$ cat src/rtl/alu_arbiter.sv
// Round-robin share of one combinational ALU between two issue ports; result returned per port with its tag.
// Latency: accept edge -> EXEC for one cycle -> rspN_valid after the following edge; one op in flight at a time.
// Backpressure: a response is held until its owner takes it, and no new request is granted until then.
module alu_arbiter #(
    parameter int TAG_W = 4
) (
    input  logic             clk,
    input  logic             rst_n,

    input  logic             req0_valid,
    output logic             req0_ready,
    input  logic [2:0]       req0_op,
    input  logic             req0_form,
    input  logic [1:0]       req0_vec,
    input  logic [31:0]      req0_a,
    input  logic [31:0]      req0_b,
    input  logic [31:0]      req0_c,
    input  logic [31:0]      req0_d,
    input  logic [TAG_W-1:0] req0_tag,

    input  logic             req1_valid,
    output logic             req1_ready,
    input  logic [2:0]       req1_op,
    input  logic             req1_form,
    input  logic [1:0]       req1_vec,
    input  logic [31:0]      req1_a,
    input  logic [31:0]      req1_b,
    input  logic [31:0]      req1_c,
    input  logic [31:0]      req1_d,
    input  logic [TAG_W-1:0] req1_tag,

    output logic             rsp0_valid,
    input  logic             rsp0_ready,
    output logic [31:0]      rsp0_y1,
    output logic [31:0]      rsp0_y2,
    output logic [TAG_W-1:0] rsp0_tag,
    output logic             rsp0_err,

    output logic             rsp1_valid,
    input  logic             rsp1_ready,
    output logic [31:0]      rsp1_y1,
    output logic [31:0]      rsp1_y2,
    output logic [TAG_W-1:0] rsp1_tag,
    output logic             rsp1_err,

    output logic [2:0]       alu_op,
    output logic             alu_form,
    output logic [1:0]       alu_vec,
    output logic [31:0]      alu_a,
    output logic [31:0]      alu_b,
    output logic [31:0]      alu_c,
    output logic [31:0]      alu_d,
    input  logic [31:0]      alu_y1,
    input  logic [31:0]      alu_y2
);

    typedef enum logic [1:0] {
        IDLE = 2'd0,
        EXEC = 2'd1,
        RESP = 2'd2
    } state_t;

    typedef struct packed {
        logic [2:0]       op;
        logic             form;
        logic [1:0]       vec;
        logic [31:0]      a;
        logic [31:0]      b;
        logic [31:0]      c;
        logic [31:0]      d;
        logic [TAG_W-1:0] tag;
    } issue_t;

    typedef struct packed {
        logic [31:0]      y1;
        logic [31:0]      y2;
        logic [TAG_W-1:0] tag;
        logic             err;
    } rsp_t;

    state_t     state;
    state_t     state_nxt;
    issue_t     iss_q;
    issue_t     req_sel;
    logic       owner_q;
    logic       last_grant_q;
    logic       grant_vld;
    logic       grant_port;
    logic       accept;
    logic       rsp_done;
    logic       op_ok;
    logic [1:0] rsp_rdy;
    logic [1:0] rsp_vld_q;
    rsp_t       rsp_q [2];

    // On a tie the port that did not win last time gets the grant.
    always_comb begin
        grant_vld  = req0_valid | req1_valid;
        grant_port = 1'b0;
        if (req0_valid && req1_valid) begin
            grant_port = ~last_grant_q;
        end else if (req1_valid) begin
            grant_port = 1'b1;
        end
    end

    assign accept     = (state == IDLE) && grant_vld;
    assign req0_ready = accept && !grant_port;
    assign req1_ready = accept && grant_port;

    always_comb begin
        req_sel = grant_port
                ? {req1_op, req1_form, req1_vec, req1_a, req1_b, req1_c, req1_d, req1_tag}
                : {req0_op, req0_form, req0_vec, req0_a, req0_b, req0_c, req0_d, req0_tag};
    end

    assign rsp_rdy  = {rsp1_ready, rsp0_ready};
    assign rsp_done = (state == RESP) && rsp_rdy[owner_q];
    assign op_ok    = (iss_q.op == 3'b000) || (iss_q.op == 3'b100);

    always_comb begin
        state_nxt = state;
        case (state)
            IDLE:    if (grant_vld) state_nxt = EXEC;
            EXEC:    state_nxt = RESP;
            RESP:    if (rsp_rdy[owner_q]) state_nxt = IDLE;
            default: state_nxt = IDLE;
        endcase
    end

    always_ff @(posedge clk or negedge rst_n) begin
        if (!rst_n) begin
            state        <= IDLE;
            iss_q        <= '0;
            owner_q      <= 1'b0;
            last_grant_q <= 1'b1;
        end else begin
            state <= state_nxt;
            if (accept) begin
                iss_q        <= req_sel;
                owner_q      <= grant_port;
                last_grant_q <= grant_port;
            end
        end
    end

    // Response regs are cleared on hand-off so an idle port always presents zeros.
    always_ff @(posedge clk or negedge rst_n) begin
        if (!rst_n) begin
            rsp_vld_q <= 2'b00;
            rsp_q[0]  <= '0;
            rsp_q[1]  <= '0;
        end else if (state == EXEC) begin
            rsp_vld_q[owner_q] <= 1'b1;
            if (op_ok) begin
                rsp_q[owner_q] <= '{y1: alu_y1, y2: alu_y2, tag: iss_q.tag, err: 1'b0};
            end else begin
                rsp_q[owner_q] <= '{y1: '0, y2: '0, tag: iss_q.tag, err: 1'b1};
            end
        end else if (rsp_done) begin
            rsp_vld_q[owner_q] <= 1'b0;
            rsp_q[owner_q]     <= '0;
        end
    end

    assign alu_op   = iss_q.op;
    assign alu_form = iss_q.form;
    assign alu_vec  = iss_q.vec;
    assign alu_a    = iss_q.a;
    assign alu_b    = iss_q.b;
    assign alu_c    = iss_q.c;
    assign alu_d    = iss_q.d;

    assign rsp0_valid = rsp_vld_q[0];
    assign rsp0_y1    = rsp_q[0].y1;
    assign rsp0_y2    = rsp_q[0].y2;
    assign rsp0_tag   = rsp_q[0].tag;
    assign rsp0_err   = rsp_q[0].err;

    assign rsp1_valid = rsp_vld_q[1];
    assign rsp1_y1    = rsp_q[1].y1;
    assign rsp1_y2    = rsp_q[1].y2;
    assign rsp1_tag   = rsp_q[1].tag;
    assign rsp1_err   = rsp_q[1].err;

endmodule

$ cat config.mk
export PLATFORM = sky130hd
export DESIGN_NAME = alu_arbiter
export DESIGN_NICKNAME = d
export VERILOG_FILES = /design/src/rtl/alu_arbiter.sv
export SDC_FILE = /design/constraint.sdc
export NUM_CORES = 1
export LEC_CHECK = 0
export BUFFER_PORTS_ARGS = -buffer_cell sky130_fd_sc_hd__buf_4
export CAP_MARGIN = 20
export CORE_AREA = 2 2 244 246
export CTS_CLUSTER_DIAMETER = 120
export DETAILED_ROUTE_END_ITERATION = 10
export DIE_AREA = 0 0 246 248
export GPL_TIMING_DRIVEN = 1
export SLEW_MARGIN = 20
export SYNTH_ARGS = -nofsm -noshare
export SYNTH_HDL_FRONTEND = slang
export SYNTH_SLANG_ARGS = --single-unit
$ cat constraint.sdc
create_clock -name clk -period 2.05 [get_ports clk]
set_input_delay 0.1025 -clock clk [delete_from_list [all_inputs] [get_ports clk]]
set_output_delay 0.1025 -clock clk [all_outputs]
set_load 0.02 [all_outputs]
==> summary.md, run 1 <==
| Metric | Value |
|---|---|
| Outcome | complete, no violations |
| Top Metal Used | met5 |
| Grt total ovfl | 0 |
| Seq/Total Area, Yosys | 0.571 |
| Final Slew Violations | 0 |
| Worst setup SP type | flop |
| Synth Net Count | ~1300 |
| CTS tree | done |
| Register Area | 7060 µm² |
| Total Routing Usage GR | 0.158 |
| # clock sinks | approximately 280 |
| Cell Area, Synth | 12400 µm² |
| Max VDD drop | around 0.00082 V |
| Routed vias | roughly 12000 |
| CTS buffer count | 30 |
| Max FO, Critical Path | 93 |
| Worst R2R Start | state[0] |
| WL met1 | roughly 20000 µm |
| Final setup viols | 0 |
| Area contributors post-synth | dfrtp_1 57%, a221o_1 11%, a32o_1 10% |
| Initial antenna violation count | 7 |
| WL met2 | 25200 µm |
| Standard-cell rows | between 80 and 90 |
| Crit end category | flop |
| Antenna-violating nets left | 0 |
| Die area | 61000 µm² |
| I/O pin count | 622 |
| Period utilization | 0.947 |
| First-iteration detailed-routing DRC count | about 710 |
| Most common cell in the synthesized netlist | dfrtp_1 |
| Slew @ Worst Pin | 0.580 ns |
| Yosys warns | 0 |
| Routed wl met3 | 4280 µm |
| Fraction of layout cells with a size suffix above 1 | 0.415 |
| R2r endpoint | alu_d[11] |
| Total of max-cap violations | 0 |
| #FFs+latches synth | 282 |
| Ys flop type | dfrtp_1 |
| Hold Path Class | input pin to flop |
| Hold Violations, Final | 0 |
| First-pass GRT wire length | around 75000 µm |
| Cell area after layout | 21800 µm² |
| Placer Congestion | 0.830 |
| Fin nets | 2132 |
| Vias per inst | 4.71 |
| Kind of critical path | flop to flop |
| Power Total | 31.3 mW |
| Yosys top cell area share | 0.569 |
| Vias in the first global route | 12815 |
| Dpl cell area | 17100 µm² |
| H-Tree Depth | 1 |
| Synth-to-Final Area Change | 76.0% |
| Die Height | 248 µm |
| Port Buffers | 621 |
| Area leader, netlist | dfrtp_1 |
| TNS Setup | 0 ns |
| Die Width | 246 µm |
| Core Area | 58500 µm² |
| CTS clk-pin slew, worst paths | 0.06 ns |
| CP arrival | 2.44 ns |
| Area of the multi-input gates | ~3900 µm² |
| DRT Pass-1 Iters | 5 |
| Reg-to-reg setup timing slack | 0.11 ns |
| Drt total wl | 51700 µm |
| Fillers | around 5400 |
| Power Dens Cells | 1440 nW/µm² |
| CP endpoint | alu_d[11] |
| Post-synthesis average cell area | 12.8 µm² |
| Worst skew pair latency | 0.57 ns |
| Top cells by instance count after synthesis | 281 x dfrtp_1, 139 x and3_1, 138 x a221o_1 |
| Leakage power | 10.7 nW |
| FF-to-FF path depth | 5 |
| Largest net degree at the start of global routing | ~100 |
| Maximum clock frequency | between 500 and 600 MHz |
| WP data required | 2.54 ns |
| Post-synth EDFFs | 0 |
| RSZ-0062 raised after global routing | false |
| Tmin final | 1.94 ns |
| Slew Limit Headroom | 0.613 |
| FFs w/ async S/R, synth | 1.00 |
| Routed len/inst | 20.0 µm |
| Mapped Cells | 968 |
| Initial Utilization | 0.212 |
| Clock root buffer master | clkbuf_16 |
| Hold Path Depth | 4 |
| DPL Wire Length | 33400 µm |
| Skew final | 0.0154 ns |
| Number of library cell types mapped by synthesis | 29 |
| CP Launch Point | state[0] |
| Maximum root-to-sink buffer count | 3 |
| Detailed-route DRC error count | 0 |
-- timing repair --
item                       4_1_cts  5_1_grt
setup endpoints to repair        2        1
pin swaps                        3        1
buffers inserted                 3        2
resized for setup                3        1
hold buffers                   342        0
cloned                           1        1
hold endpoints to repair       531        0
-- metrics by stage --
| step | util | worst slack (ns) | hold WS [ns] | cells |
|---|---|---|---|---|
| 6_report | 0.372 | 0.108 | 0.0409 | 2588 |
| 5_1_grt | 0.372 | 0.0176 | 0.0338 | 2584 |
| 4_1_cts | 0.371 | 0.0145 | 0.00602 | 2580 |
| 3_5_place_dp | 0.293 | 0.167 | 0.0368 | 2178 |
| 3_3_place_gp | 0.293 | 0.149 | 0.0381 | 2178 |
| 2_1_floorplan | - | 0.405 | -0.193 | 968 |
-- critical path, stage by stage, from the launching register on --
cell,delay [ns]
dfrtp_2,0.46
nor2_4,0.21
and3_4,0.23
buf_4,0.20
buf_12,0.31
a221o_1,0.28
-- registers in the layout (all words and copies together) (netlist names), named ones only --
register,count
alu_a,32
alu_b,32
alu_c,32
alu_d,32
rsp0_y1,32
rsp0_y2,32
rsp1_y1,32
rsp1_y2,32
iss_q,4
rsp0_tag,4
rsp1_tag,4
alu_op,3
alu_vec,2
state,2
alu_form,1
last_grant_q,1
owner_q,1
rsp0_err,1
rsp1_err,1
-- per-layer routing --
layer  vias up  track usage
met5         -            0
met4         6       0.0679
met3       123       0.0373
met2       725        0.271
met1      6010        0.188
li1       5338            -
-- kinds of logic after synthesis --
group                  share of synthesized area
AND/OR/NAND/NOR                           0.0788
buffers and inverters                      0.123
multiplexers                            0.000910
AO/OA/AOI/OAI                              0.227
flip-flops                                 0.571
-- where the power goes --
group | switching (mW) | leakage [nW] | internal [mW] | total, mW
Sequential | 1.74 | 3.62 | 7.98 | 9.73
Combinational | 8.44 | 6.56 | 7.18 | 15.6
Clock | 2.34 | 0.529 | 3.66 | 6.00
-- placed cells by master (no fill, tap or decap), types with 5 or more instances in the layout --
| cell type | n |
|---|---|
| a221o_1 | 138 |
| a22o_1 | 10 |
| a32o_1 | 128 |
| and3_1 | 138 |
| buf_12 | 12 |
| buf_4 | 668 |
| bufinv_16 | 6 |
| clkbuf_16 | 32 |
| clkinv_2 | 5 |
| dfrtp_1 | 279 |
| diode_2 | 5 |
| dlygate4sd3_1 | 342 |
-- area by class of cell --
type,instances,area share
Multi-Input combinational cell,444,0.177
Tap cell,773,0.0444
Clock buffer,39,0.0389
Timing Repair Buffer,1026,0.403
Antenna cell,5,0.000575
Inverter,2,0.000345
Sequential cell,282,0.324
Clock inverter,17,0.0116
-- worst min-delay path by stage --
stage / from / endpoint
after global placement: rst_n / rsp1_y1[14]
after CTS: rst_n / rsp1_y2[30]
final: req1_valid / state[0]
after detailed placement: rst_n / rsp1_y1[15]
after global routing: req1_valid / state[0]
after floorplan: rst_n / asynchronous set/reset pin
Power figures use the tool's default switching activity.
==> run 2, diff against run 1 <==
ABC_AREA = 1   (was unset)
CORE_AREA = 2 2 243 245   (was 2 2 244 246)
DIE_AREA = 0 0 245 247   (was 0 0 246 248)
==> summary.md, run 2 <==
| Metric | Value |
|---|---|
| Grt total ovfl | 0 |
| I/O pin count | 622 |
| CTS tree | done |
| Post-synthesis compound-gate area fraction | 0.00119 |
| Hold Path Depth | 5 |
| Commonest non-fill, non-tap cell in the layout | nand2_1 |
| Most common cell in the synthesized netlist | nand2_1 |
| Routed len/inst | 17.9 µm |
| Worst setup SP type | flop |
| FF-to-FF path depth | 9 |
| Leakage power | ~15 nW |
| Die Width | 245 µm |
| Cell area after layout | 26200 µm² |
| Net Sw Power | 16.8 mW |
| Maximum root-to-sink buffer count | 3 |
| First-pass GRT wire length | 110000 µm |
| Core Area | 58200 µm² |
| Area leader, netlist | dfrtp_1 |
| Synth-to-Final Area Change | 55.9% |
| Post-Synth Simple-Gate Area | 0.436 |
| Detailed-route DRC error count | 0 |
| # clock sinks | 282 |
| XOR/XNOR Fraction of Synth Area | 0 |
| WP data required | roughly 2.0 ns |
| Final setup viols | 0 |
| Number of library cell types mapped by synthesis | 16 |
| Register Area | approximately 7000 µm² |
| Placed cells | 3673 |
| Clock root buffer master | clkbuf_16 |
| Area of the multi-input gates | 7420 µm² |
| Antenna-violating nets left | 0 |
| Initial Utilization | 0.288 |
| TNS Setup | 0 ns |
| Dpl cell area | 21300 µm² |
| Die area | 60500 µm² |
| Combinational family with the most area after synthesis | simple AND/OR/NAND/NOR gates |
| Seq/Total Area, Yosys | 0.420 |
| FFs w/ async S/R, synth | 1.00 |
| Port Buffers | between 600 and 700 |
| Total Routing Usage GR | 0.233 |
| Clock Power Share | 0.190 |
| First-iteration detailed-routing DRC count | 1145 |
| Yosys warns | 0 |
| Largest net degree at the start of global routing | 113 |
| Vias per inst | ~4.6 |
| Outcome | complete, no violations |
| Power Dens Cells | 1370 nW/µm² |
| Synth Net Count | 2888 |
| Non-Filler Instances | roughly 4100 |
| Most frequent cells in the layout | 1316 x nand2_1, 650 x buf_4, 414 x nand3_1, 341 x dlygate4sd3_1, 280 x dfrtp_1 |
| DRT Pass-1 Iters | 5 |
| DPL Wire Length | 49400 µm |
| Slew Limit Headroom | 0.514 |
| Period utilization | 0.957 |
| Post-synth EDFFs | 0 |
| Int Power | between 15 and 20 mW |
| Vias in the first global route | around 18000 |
| Sequential Power Share | 0.278 |
| Kind of critical path | flop to output port |
| Placer Congestion | 0.873 |
| Cell Area, Synth | 16800 µm² |
| Fillers | 5831 |
| Max VDD drop | 0.00106 V |
| Top cells by instance count after synthesis | 1321 x nand2_1, 414 x nand3_1, 281 x dfrtp_1 |
| Final Slew Violations | 0 |
| Area contributors post-synth | dfrtp_1 42%, nand2_1 30%, nand3_1 12% |
| Hold Violations, Final | 0 |
| Initial antenna violation count | 22 |
| Skew final | 0.00859 ns |
| Die Height | 247 µm |
| Crit end category | output port |
| Fin nets | about 3600 |
| Mapped Cells | 2542 |
| Maximum clock frequency | roughly 510 MHz |
| CP arrival | about 1.9 ns |
| Standard-cell rows | 89 |
| Post-synthesis mux area share | 0 |
| Ys flop type | dfrtp_1 |
| Hold Path Class | input pin to flop |
| #FFs+latches synth | 282 |
| Routed vias | ~19000 |
| CTS clk-pin slew, worst paths | 0.06 ns |
| Yosys top cell area share | 0.419 |
| Drt total wl | 73400 µm |
| Post-synthesis average cell area | 6.61 µm² |
| Total of max-cap violations | 0 |
| Max FO, Critical Path | 14 |
| Hold Slack | roughly 0.021 ns |
| Worst skew pair latency | roughly 0.55 ns |
| RSZ-0062 raised after global routing | false |
| Logic pwr share | 0.532 |
| Slew @ Worst Pin | 0.728 ns |
| Tmin final | roughly 2 ns |
| Switch share | 0.469 |
| Fraction of layout cells with a size suffix above 1 | 0.227 |
| CTS buffer count | 38 |
| H-Tree Depth | 2 |
| Adder-cell area share of the yosys netlist | 0 |
run 2: kinds of logic after synthesis:
| group | count (synthesis) |
|---|---|
| AO/OA/AOI/OAI | 4 |
| AND/OR/NAND/NOR | 1808 |
| buffers and inverters | 448 |
| flip-flops | 282 |
run 2: through the flow:
stage / total power [mW] / worst slack, ns / util
3_3_place_gp: 28.1 / 0.321 / 0.365
2_1_floorplan: 21.7 / 0.676 / -
3_5_place_dp: 28.1 / 0.277 / 0.365
4_1_cts: 35.8 / 0.00436 / 0.446
6_report: 35.8 / 0.0875 / 0.450
5_1_grt: 38.1 / 0.00106 / 0.449
run 2: power groups by stage:
stage	clock (mW)	combinational (mW)	sequential, mW
after CTS	6.96	18.9	9.91
after global routing	7.18	20.7	10.2
final	6.81	19.0	9.95
after detailed placement	0	18.3	9.89
after global placement	0	18.1	9.97
after floorplan	0	11.0	10.7
run 2: final timing paths:
| check | from | to | slack [ns] |
|---|---|---|---|
| max in group asynchronous | rst_n | last_grant_q | 1.25 |
| worst max register to register | last_grant_q | alu_d[31] | 0.12 |
| worst min register to register | last_grant_q | last_grant_q | 0.47 |
| worst max-delay path | last_grant_q | req1_ready | 0.09 |
| worst min-delay path | req1_a[26] | alu_a[26] | 0.02 |
| min in group asynchronous | rst_n | rsp0_y1[4] | 0.07 |
run 2: final cells by class:
type / instances / share of cell area
Tap cell: 773 / 0.0369
Multi-Input combinational cell: 1812 / 0.283
Antenna cell: 20 / 0.00191
Inverter: 137 / 0.0209
Clock buffer: 60 / 0.0442
Sequential cell: 282 / 0.270
Timing Repair Buffer: 1019 / 0.338
Clock inverter: 9 / 0.00411
Timing Repair inverter: 2 / 0.000860
run 2: routing by layer:
layer | wire length, µm | GRT usage | share of wire
met1 | 29600 | 0.292 | 0.40
met2 | 34600 | 0.376 | 0.47
met3 | 6030 | 0.0645 | 0.082
met4 | 3130 | 0.0979 | 0.043
met5 | 46 | 0 | 0.00063
run 2: timing repair:
item / CTS / global route
buffers inserted: 0 / 7
cloned: 0 / 3
setup endpoints to repair: 2 / 14
gates resized for setup: 6 / 13
pin swaps: 0 / 2
endpoints found under the hold margin: 544 / 0
hold buffers: 343 / 0
run 2: critical path: stages, from the launching register on:
cell       delay [ns]
dfstp_2          0.52
nand2_1          0.08
nand2_4          0.17
clkinv_16        0.10
buf_12           0.16
nand2_4          0.09
inv_1            0.04
buf_4            0.15
==> run 3, diff against run 2 <==
MAX_ROUTING_LAYER = met4   (was unset)
==> summary.md, run 3 (synthesis gave the netlist of run 2 again) <==
| Metric | Value |
|---|---|
| Outcome | complete, but fails checks |
| Failing checks | hold timing |
| Dpl cell area | 21300 µm² |
| Commonest non-fill, non-tap cell in the layout | nand2_1 |
| CP arrival | 1.85 ns |
| Critical path's slowest cell | dfstp_2 |
| Fillers | 5826 |
| Detailed-route DRC error count | 0 |
| Routed len/inst | 17.8 µm |
| Reg-to-reg setup timing slack | 0.14 ns |
| Routed vias | 18986 |
| Synth-to-Final Area Change | 56.0% |
| Kind of critical path | flop to output port |
| Initial antenna violation count | 23 |
| Worst setup SP type | flop |
| Port Buffers | about 620 |
| Power Dens Cells | 1370 nW/µm² |
| I/O pin count | 622 |
| Total Routing Usage GR | 0.240 |
| Final setup viols | 0 |
| Total of max-cap violations | 0 |
| Worst skew pair latency | 0.54 ns |
| Max VDD drop | 0.00106 V |
| First-pass GRT wire length | about 110000 µm |
| Die area | 60500 µm² |
| Cells along the critical path | nand2_2 > nand2_4 > clkinv_16 > buf_12 > nand2_4 > inv_1 > buf_4 |
| Vias in the first global route | between 15000 and 20000 |
| Fin nets | 3638 |
| Hold Path Class | input pin to flop |
| Power Total | 35.8 mW |
| Logic pwr share | 0.532 |
| Sequential Power Share | 0.278 |
| DPL Wire Length | between 40000 and 50000 µm |
| Slew @ Worst Pin | 0.728 ns |
| Hold_sp | req1_a[26] |
| Leakage power | 15.2 nW |
| Drt total wl | 73200 µm |
| Cell area after layout | 26200 µm² |
| Crit end category | output port |
| Maximum root-to-sink buffer count | 3 |
| Hold Path Depth | 5 |
| Most frequent cells in the layout | 1315 x nand2_1, 650 x buf_4, 414 x nand3_1, 341 x dlygate4sd3_1, 280 x dfrtp_1 |
| TNS Setup | 0 ns |
| Most used cell along the critical path | nand2_4 |
| Max FO, Critical Path | 14 |
| Fraction of layout cells with a size suffix above 1 | 0.227 |
| Maximum clock frequency | 513 MHz |
| Slew Limit Headroom | 0.514 |
| CTS buffer count | 38 |
| Hold Slack | -0.00571 ns |
| Core Area | 58200 µm² |
| CP delay by family, top | flip-flops |
| Tmin final | 1.95 ns |
| Die Height | 247 µm |
| Int Power | 19.0 mW |
| Standard-cell rows | 89 |
| CTS clk-pin slew, worst paths | about 0.06 ns |
| Placer Congestion | 0.887 |
| Clock Power Share | 0.190 |
| Skew final | 0.0121 ns |
| # clock sinks | 282 |
| Largest net degree at the start of global routing | between 100 and 150 |
| Number of buffer and inverter stages on the critical path | 4 |
| FF-to-FF path depth | 9 |
| Max incr delay on CP | around 0.53 ns |
| Worst Hold End | alu_a[26] |
| Switch share | 0.468 |
| Grt total ovfl | 0 |
| Die Width | around 250 µm |
| WP data required | ~2.0 ns |
| First-iteration detailed-routing DRC count | 1098 |
| H-Tree Depth | 2 |
| Initial Utilization | 0.288 |
| Final Slew Violations | 0 |
| Clock root buffer master | clkbuf_16 |
| Worst R2R Start | last_grant_q |
| Net Sw Power | ~17 mW |
| Hold Violations, Final | 1 |
| Antenna-violating nets left | 0 |
| Vias per inst | 4.61 |
| Period utilization | 0.951 |
| R2r endpoint | alu_d[31] |
| DRT Pass-1 Iters | 5 |
| RSZ-0062 raised after global routing | false |
| CTS tree | done |
run 3: cell types whose count changed in the layout (fill, tap and decap cells not counted):
cell,change
nand2_1,-1
nand2_2,+1
nor2_1,-1
diode_2,+5
nor2_2,+1
run 3: worst min-delay path: cells and delay by family:
kind          cells  cell delay, ns
buf+inv           1            0.08
simple gates      4            0.32
run 3: repair_timing:
action                     CTS  global route
hold buffers               343             0
setup endpoints to repair    2            14
cloned                       0             3
hold endpoints to repair   544             0
gates resized for setup      6            15
buffers inserted             0             7
pin swaps                    0             2
run 3: cell type report:
class,instances,area (µm²),share of cell area
Clock buffer,60,1160,0.0442
Inverter,137,547,0.0209
Timing Repair inverter,2,22.5,0.000860
Sequential cell,282,7060,0.270
Clock inverter,9,108,0.00411
Multi-Input combinational cell,1812,7420,0.283
Timing Repair Buffer,1019,8850,0.338
Antenna cell,25,62.6,0.00239
Tap cell,773,967,0.0369
run 3: through the flow:
stage | util | setup slack, ns | instances
6_report | 0.450 | 0.101 | 4119
5_1_grt | 0.450 | 0.0210 | 4115
4_1_cts | 0.446 | 0.00436 | 4085
3_5_place_dp | 0.365 | 0.277 | 3673
3_3_place_gp | 0.365 | 0.321 | 3673
2_1_floorplan | - | 0.676 | 2542
run 3: worst max-delay path by stage:
stage | from | to | slack, ns | depth (start not counted)
floorplan | last_grant_q | alu_b[3] | 0.68 | 8
global placement | owner_q | rsp1_err | 0.32 | 7
detailed placement | owner_q | rsp0_y2[5] | 0.28 | 7
CTS | last_grant_q | req1_ready | 0.004 | 7
global route | last_grant_q | req1_ready | 0.02 | 7
finish | last_grant_q | req1_ready | 0.10 | 7
run 3: power groups by stage:
stage / sequential (mW) / clock, mW / combinational [mW]
finish: 9.95 / 6.81 / 19.0
global route: 10.2 / 7.18 / 20.7
CTS: 9.91 / 6.96 / 18.9
detailed placement: 9.89 / 0 / 18.3
global placement: 9.97 / 0 / 18.1
floorplan: 10.7 / 0 / 11.0
run 3: per-layer routing:
| layer | track usage | part of all wire |
|---|---|---|
| met1 | 0.295 | 0.40 |
| met2 | 0.372 | 0.47 |
| met3 | 0.0619 | 0.082 |
| met4 | 0.107 | 0.044 |
| met5 | - | 0 |
